<file path="config.mk">
export PLATFORM = sky130hd
export DESIGN_NAME = icache_2way
export DESIGN_NICKNAME = d
export VERILOG_FILES = /design/src/rtl/icache_2way.sv
export SDC_FILE = /design/constraint.sdc
export NUM_CORES = 2
export LEC_CHECK = 0
export BUFFER_PORTS_ARGS = -buffer_cell sky130_fd_sc_hd__buf_2
export CAP_MARGIN = 20
export CORE_MARGIN = 2
export CORE_UTILIZATION = 35
export DETAILED_ROUTE_END_ITERATION = 7
export GPL_ROUTABILITY_DRIVEN = 0
export SKIP_LAST_GASP = 1
export SLEW_MARGIN = 15
export SYNTH_ARGS = -nofsm -noshare
export SYNTH_HDL_FRONTEND = slang
export SYNTH_SLANG_ARGS = --single-unit
export TNS_END_PERCENT = 50
</file>
<file path="constraint.sdc">
create_clock -name CLK -period 11.2 [get_ports CLK]
set_input_delay 1.68 -clock CLK [delete_from_list [all_inputs] [get_ports CLK]]
set_output_delay 1.68 -clock CLK [all_outputs]
set_load 0.05 [all_outputs]
</file>
<file path="src/rtl/icache_2way.sv">
// ----------------------------------------------------------------------------
// icache_2way
//
// Read-only, 2-way set-associative instruction cache. It sits between the
// datapath fetch stage and the memory controller's instruction channel.
// A hit returns the word in the same cycle. A miss fetches the 2-word block
// one word at a time and commits it to the victim way. The datapath keeps
// re-presenting its request, so the first IDLE cycle after the fill returns
// the word as a hit.
//
// Ports:
//   CLK, nRST        clock; asynchronous active-low reset
//   imemREN/imemaddr datapath fetch request and byte address
//   ihit/imemload    word valid this cycle / instruction word
//   iREN/iaddr       fill request and word address to the controller
//   iwait/iload      controller busy flag / fill data (valid when iwait=0)
// ----------------------------------------------------------------------------
module icache_2way #(
    parameter int SETS = 8,
    parameter int WAYS = 2
) (
    input  logic        CLK,
    input  logic        nRST,
    input  logic        imemREN,
    input  logic [31:0] imemaddr,
    output logic        ihit,
    output logic [31:0] imemload,
    output logic        iREN,
    output logic [31:0] iaddr,
    input  logic        iwait,
    input  logic [31:0] iload
);

    localparam int IW = $clog2(SETS);
    localparam int TW = 32 - IW - 3;

    typedef enum logic [1:0] {
        IDLE   = 2'd0,
        FETCH0 = 2'd1,
        FETCH1 = 2'd2
    } state_t;

    state_t          state_q, state_d;

    // Line storage; tag/data carry no reset because valid_q qualifies them.
    logic            valid_q [SETS][WAYS];
    logic [TW-1:0]   tag_q   [SETS][WAYS];
    logic [31:0]     data_q  [SETS][WAYS][2];
    logic            lru_q   [SETS];

    // Block address of the outstanding miss (byte address bits [31:3]).
    logic [28:0]     miss_blk_q, miss_blk_d;
    logic [31:0]     buf0_q, buf0_d;

    logic [IW-1:0]   req_set_s;
    logic [TW-1:0]   req_tag_s;
    logic            req_off_s;
    logic [IW-1:0]   miss_set_s;
    logic [TW-1:0]   miss_tag_s;
    logic            match0_s, match1_s;
    logic            hit_s;
    logic            hit_way_s;
    logic            commit_s;
    logic            victim_s;
    logic            unused_s;

    assign req_set_s  = imemaddr[IW+2:3];
    assign req_tag_s  = imemaddr[31:IW+3];
    assign req_off_s  = imemaddr[2];
    assign miss_set_s = miss_blk_q[IW-1:0];
    assign miss_tag_s = miss_blk_q[28:IW];

    // Byte-within-word bits carry no information for word fetches.
    assign unused_s = ^imemaddr[1:0];

    // Tag compare of both ways; hits are only honoured while IDLE.
    always_comb begin
        match0_s  = valid_q[req_set_s][1'b0] && (tag_q[req_set_s][1'b0] == req_tag_s);
        match1_s  = valid_q[req_set_s][1'b1] && (tag_q[req_set_s][1'b1] == req_tag_s);
        hit_s     = (state_q == IDLE) && imemREN && (match0_s || match1_s);
        hit_way_s = match1_s;
        commit_s  = (state_q == FETCH1) && !iwait;
    end

    // Victim choice: fill an invalid way first, otherwise follow the LRU bit.
    always_comb begin
        if (!valid_q[miss_set_s][1'b0]) begin
            victim_s = 1'b0;
        end else if (!valid_q[miss_set_s][1'b1]) begin
            victim_s = 1'b1;
        end else begin
            victim_s = lru_q[miss_set_s];
        end
    end

    // Next-state logic for the miss-fill FSM.
    always_comb begin
        state_d    = state_q;
        miss_blk_d = miss_blk_q;
        buf0_d     = buf0_q;
        case (state_q)
            IDLE: begin
                if (imemREN && !hit_s) begin
                    miss_blk_d = imemaddr[31:3];
                    state_d    = FETCH0;
                end else begin
                    state_d    = IDLE;
                end
            end
            FETCH0: begin
                if (!iwait) begin
                    buf0_d  = iload;
                    state_d = FETCH1;
                end else begin
                    state_d = FETCH0;
                end
            end
            FETCH1: begin
                if (!iwait) begin
                    state_d = IDLE;
                end else begin
                    state_d = FETCH1;
                end
            end
            default: begin
                state_d = IDLE;
            end
        endcase
    end

    // Output decode: hit data from the array, fill requests from the FSM.
    always_comb begin
        ihit     = 1'b0;
        imemload = 32'd0;
        iREN     = 1'b0;
        iaddr    = 32'd0;
        case (state_q)
            IDLE: begin
                if (hit_s) begin
                    ihit     = 1'b1;
                    imemload = data_q[req_set_s][hit_way_s][req_off_s];
                end else begin
                    ihit     = 1'b0;
                end
            end
            FETCH0: begin
                iREN  = 1'b1;
                iaddr = {miss_blk_q, 3'b000};
            end
            FETCH1: begin
                iREN  = 1'b1;
                iaddr = {miss_blk_q, 3'b100};
            end
            default: begin
                iREN  = 1'b0;
            end
        endcase
    end

    // State, valid, LRU and fill-buffer registers; reset aborts any fill.
    always_ff @(posedge CLK or negedge nRST) begin
        if (!nRST) begin
            state_q    <= IDLE;
            miss_blk_q <= 29'd0;
            buf0_q     <= 32'd0;
            for (int s = 0; s < SETS; s++) begin
                lru_q[s] <= 1'b0;
                for (int w = 0; w < WAYS; w++) begin
                    valid_q[s][w] <= 1'b0;
                end
            end
        end else begin
            state_q    <= state_d;
            miss_blk_q <= miss_blk_d;
            buf0_q     <= buf0_d;
            if (hit_s) begin
                lru_q[req_set_s] <= !hit_way_s;
            end else if (commit_s) begin
                lru_q[miss_set_s]             <= !victim_s;
                valid_q[miss_set_s][victim_s] <= 1'b1;
            end
        end
    end

    // Tag/data write of the completed block into the victim way.
    always_ff @(posedge CLK) begin
        if (commit_s) begin
            tag_q[miss_set_s][victim_s]        <= miss_tag_s;
            data_q[miss_set_s][victim_s][1'b0] <= buf0_q;
            data_q[miss_set_s][victim_s][1'b1] <= iload;
        end
    end

endmodule

</file>
==> results.py <==
metrics = {
    "clock_network": {
        "clock_tree.buffer_depth": 3,
        "root_buffer": "clkbuf_16",
        "numCtsBuffers": 152,
        "cts_tree": "built",
        "cts_sinks": 1527,
        "path_clk_slew_ns": 0.06,
        "cts_resized": 0,
        "ctsHtreeMaxLevel": 4,
        "ctsHoldBuffers": 0,
        "clk_latency_ns": 0.81,
        "postCtsSetupBuffers": 0,
    },
    "finish": {
        "stdcell_area_um2": 68300,
        "drive_gt1_share_pct": 23.4,
        "fin_nets": 3572,
        "layout_common_cells": "1440 x edfxtp_1, 312 x o22ai_1, 263 x mux2_2, 154 x clkbuf_16",
        "area_delta_synth_final_pct": 14.2,
        "final_common_cell": "edfxtp_1",
    },
    "timing": {
        "holdWs_ns": 0.495,
        "fmax_mhz": 113,
        "final.setup_skew_ns": 0.0450,
        "slew_violations": 0,
        "rsz0062_at_grt": "no",
        "fin_crit_sh_pct": 79.3,
        "worst_slack_ns": 2.32,
        "finalSetupViolations": 0,
        "report.final.hold_viol_count": 0,
        "min_period_ns": 8.88,
        "finalSetupTns_ns": 0,
        "tightest_slew_ns": 1.18,
        "slew_headroom_pct": 21.3,
    },
    "detailed_routing": {
        "totalWireLength_mm": 177,
        "dr.pass1.iters": 6,
        "vias_per_cell": 5.77,
        "wire_per_inst_um": 30.2,
        "drtAntennaViolNets": 0,
        "vias": 33800,
        "first_iter_violations": 3730,
        "drc": 0,
    },
    "power_and_ir_drop": {
        "p_per_area_nw_per_um2": 219,
        "total_power_w": 0.0150,
        "vdd_ir_drop_max_mv": 0.161,
        "leakage_nw": 22.2,
    },
    "critical_path": {
        "cpMostUsedCell": "buf_4",
        "max_stage_delay_ns": 0.78,
        "critical_path.startpoint_type": "input pin",
        "end_kind": "output port",
        "worst-endpoint-required_ns": 9.52,
        "worst_path_max_delay_cell": "nor2b_4",
        "cpLargestDelayFamily": "simple AND/OR/NAND/NOR gates",
        "crit_path_cell_trace": "clkbuf_8 -> nor2b_4 -> buf_4 -> a22oi_1 -> a21oi_1 -> o22a_1 -> or4bb_1 -> or4_1 -> o41ai_2 -> nand3_2 -> buf_4 -> a211oi_2 -> buf_2",
        "critPathKind": "input pin to output port",
        "path_max_fanout": 61,
        "crit_buf_inv": 4,
        "cp.arrival_ns": 7.20,
    },
    "worst_hold_path": {
        "hp-class": "flop to flop",
    },
    "yosys": {
        "yosysSeqAreaShare_pct": 75.9,
        "synth-seq-cells": 1527,
        "postSynth.asyncResetShare_pct": 5.70,
        "syn_inst": 3346,
        "synth_cell_types": 73,
        "synth-main-ff-cell": "edfxtp_1",
        "yosysWarnings": 0,
        "synth-edff-count": 1440,
        "syn_area_um2": 59800,
        "syn_avg_cell_area_um2": 17.9,
    },
    "floorplanning": {
        "core_area_um2": 170000,
        "die-area_um2": 174000,
        "top_level_ports": 134,
        "fp.dieH_um": 417,
        "start_util_pct": 35.3,
        "core.rowCount": 151,
        "die_w_um": 417,
    },
    "global_route": {
        "grt_antenna_before_repair": 22,
        "grt_pass1_vias": 33200,
        "overflow": 0,
        "globalRouteTotalUtil_pct": 19.9,
        "grt_pass1_wl_mm": 249,
        "grt_max_degree": 91,
    },
    "placed_design": {
        "dp_hpwl_mm": 90.4,
        "portBuffers": 129,
        "dp_slack_ns": 2.27,
        "place_area_um2": 63200,
    },
    "flow_run": {
        "drv_cap": 0,
    },
    "status": {
        "outcome": "finished clean",
    },
}
## sequential cells by signal (all words and copies together), names as in the netlist
register and count:
buf0_q 32, data_q 1024, lru_q 8, miss_blk_q 29
state_q 2, tag_q 416, valid_q 16
## where the power goes
group          internal, W  switching [W]
logic             0.000601        0.00118
registers          0.00739       0.000611
clock network      0.00294        0.00224
## cells in the mapped netlist (11+ instances only)
master       n  share of area [%]
a222oi_1    11               0.18
o21ai_0     43               0.36
nor2b_1     33               0.35
dfrtp_1     87                3.6
a21o_1      17               0.21
mux2i_1    125                2.1
xnor2_1     18               0.26
a221o_1     13               0.22
mux4_2      70                2.6
o22a_1      17               0.25
nor2_1     101               0.63
edfxtp_1  1440                 72
a21oi_1     42               0.35
buf_1       41               0.26
buf_4       13               0.16
nor4_1      37               0.39
mux2_2     263                5.0
mux2_4      29               0.73
a22o_1      16               0.23
nor3_1      26               0.22
o22ai_1    312                3.3
or4_1       23               0.29
clkbuf_1   112               0.70
nand2_1     64               0.40
o221ai_1    85                1.2
inv_1       16               0.10
buf_2       38               0.32
a211oi_1    25               0.31
a22oi_1     45               0.56
and2_1      33               0.35
## metal layers
| layer | vias to the layer above | part of all wire, % | global-route usage, % | wire, um |
|---|---|---|---|---|
| met1 | 17800 | 41 | 27.0 | 72500 |
| met3 | 277 | 7.9 | 3.61 | 13900 |
| met5 | - | 0.030 | 0 | 53 |
| met4 | 8 | 2.5 | 5.62 | 4470 |
| met2 | 1591 | 49 | 32.9 | 85800 |
| li1 | 14100 | - | - | - |
## final timing paths
check	start	endpoint	slack (ns)	depth (start not counted)
min in group asynchronous	nRST	buf0_q[18]$_DFFE_PN0P_	0.90	1
worst max-delay path	imemaddr[3]	imemload[28]	2.32	13
max in group asynchronous	nRST	miss_blk_q[12]$_DFFE_PN0P_	8.94	2
worst max register to register	miss_blk_q[0]$_DFFE_PN0P_	tag_q[5][9]$_DFFE_PP_	5.78	10
worst min register to register	valid_q[1]$_DFFE_PN0P_	valid_q[1]$_DFFE_PN0P_	0.50	1
worst min-delay path	valid_q[1]$_DFFE_PN0P_	valid_q[1]$_DFFE_PN0P_	0.50	1
## cell type report
| type | count | area (um^2) |
|---|---|---|
| diodes | 6 | 15.0 |
| clock buffers | 212 | 4210 |
| clock inverters | 72 | 890 |
| fillers | 15300 | 101000 |
| inverters | 18 | 109 |
| multi-input cells | 1591 | 13600 |
| flip-flops and latches | 1527 | 45400 |
| well taps | 2218 | 2780 |
| repair buffers | 209 | 1330 |
## kinds of logic (layout without fill, tap and decap cells)
logic type      after synthesis  in the layout  share of synthesized area [%]
fa+ha+maj                     5              5                          0.105
simple gates                383            383                           3.41
buf+inv                     229            511                           1.69
mux                         487            487                           10.4
other cells                   1              8                        0.00627
flops                      1527           1527                           75.9
xor+xnor                     22             22                          0.322
compound gates              692            692                           8.15
## stage by stage
| stage | util [%] | std cells |
|---|---|---|
| 2_1_floorplan | - | 3347 |
| 3_3_place_gp | 37.3 | 5563 |
| 3_5_place_dp | 37.3 | 5563 |
| 4_1_cts | 40.3 | 5847 |
| 5_1_grt | 40.3 | 5849 |
| 6_report | 40.3 | 5853 |
No activity file was read; power rests on OpenSTA's default activity.
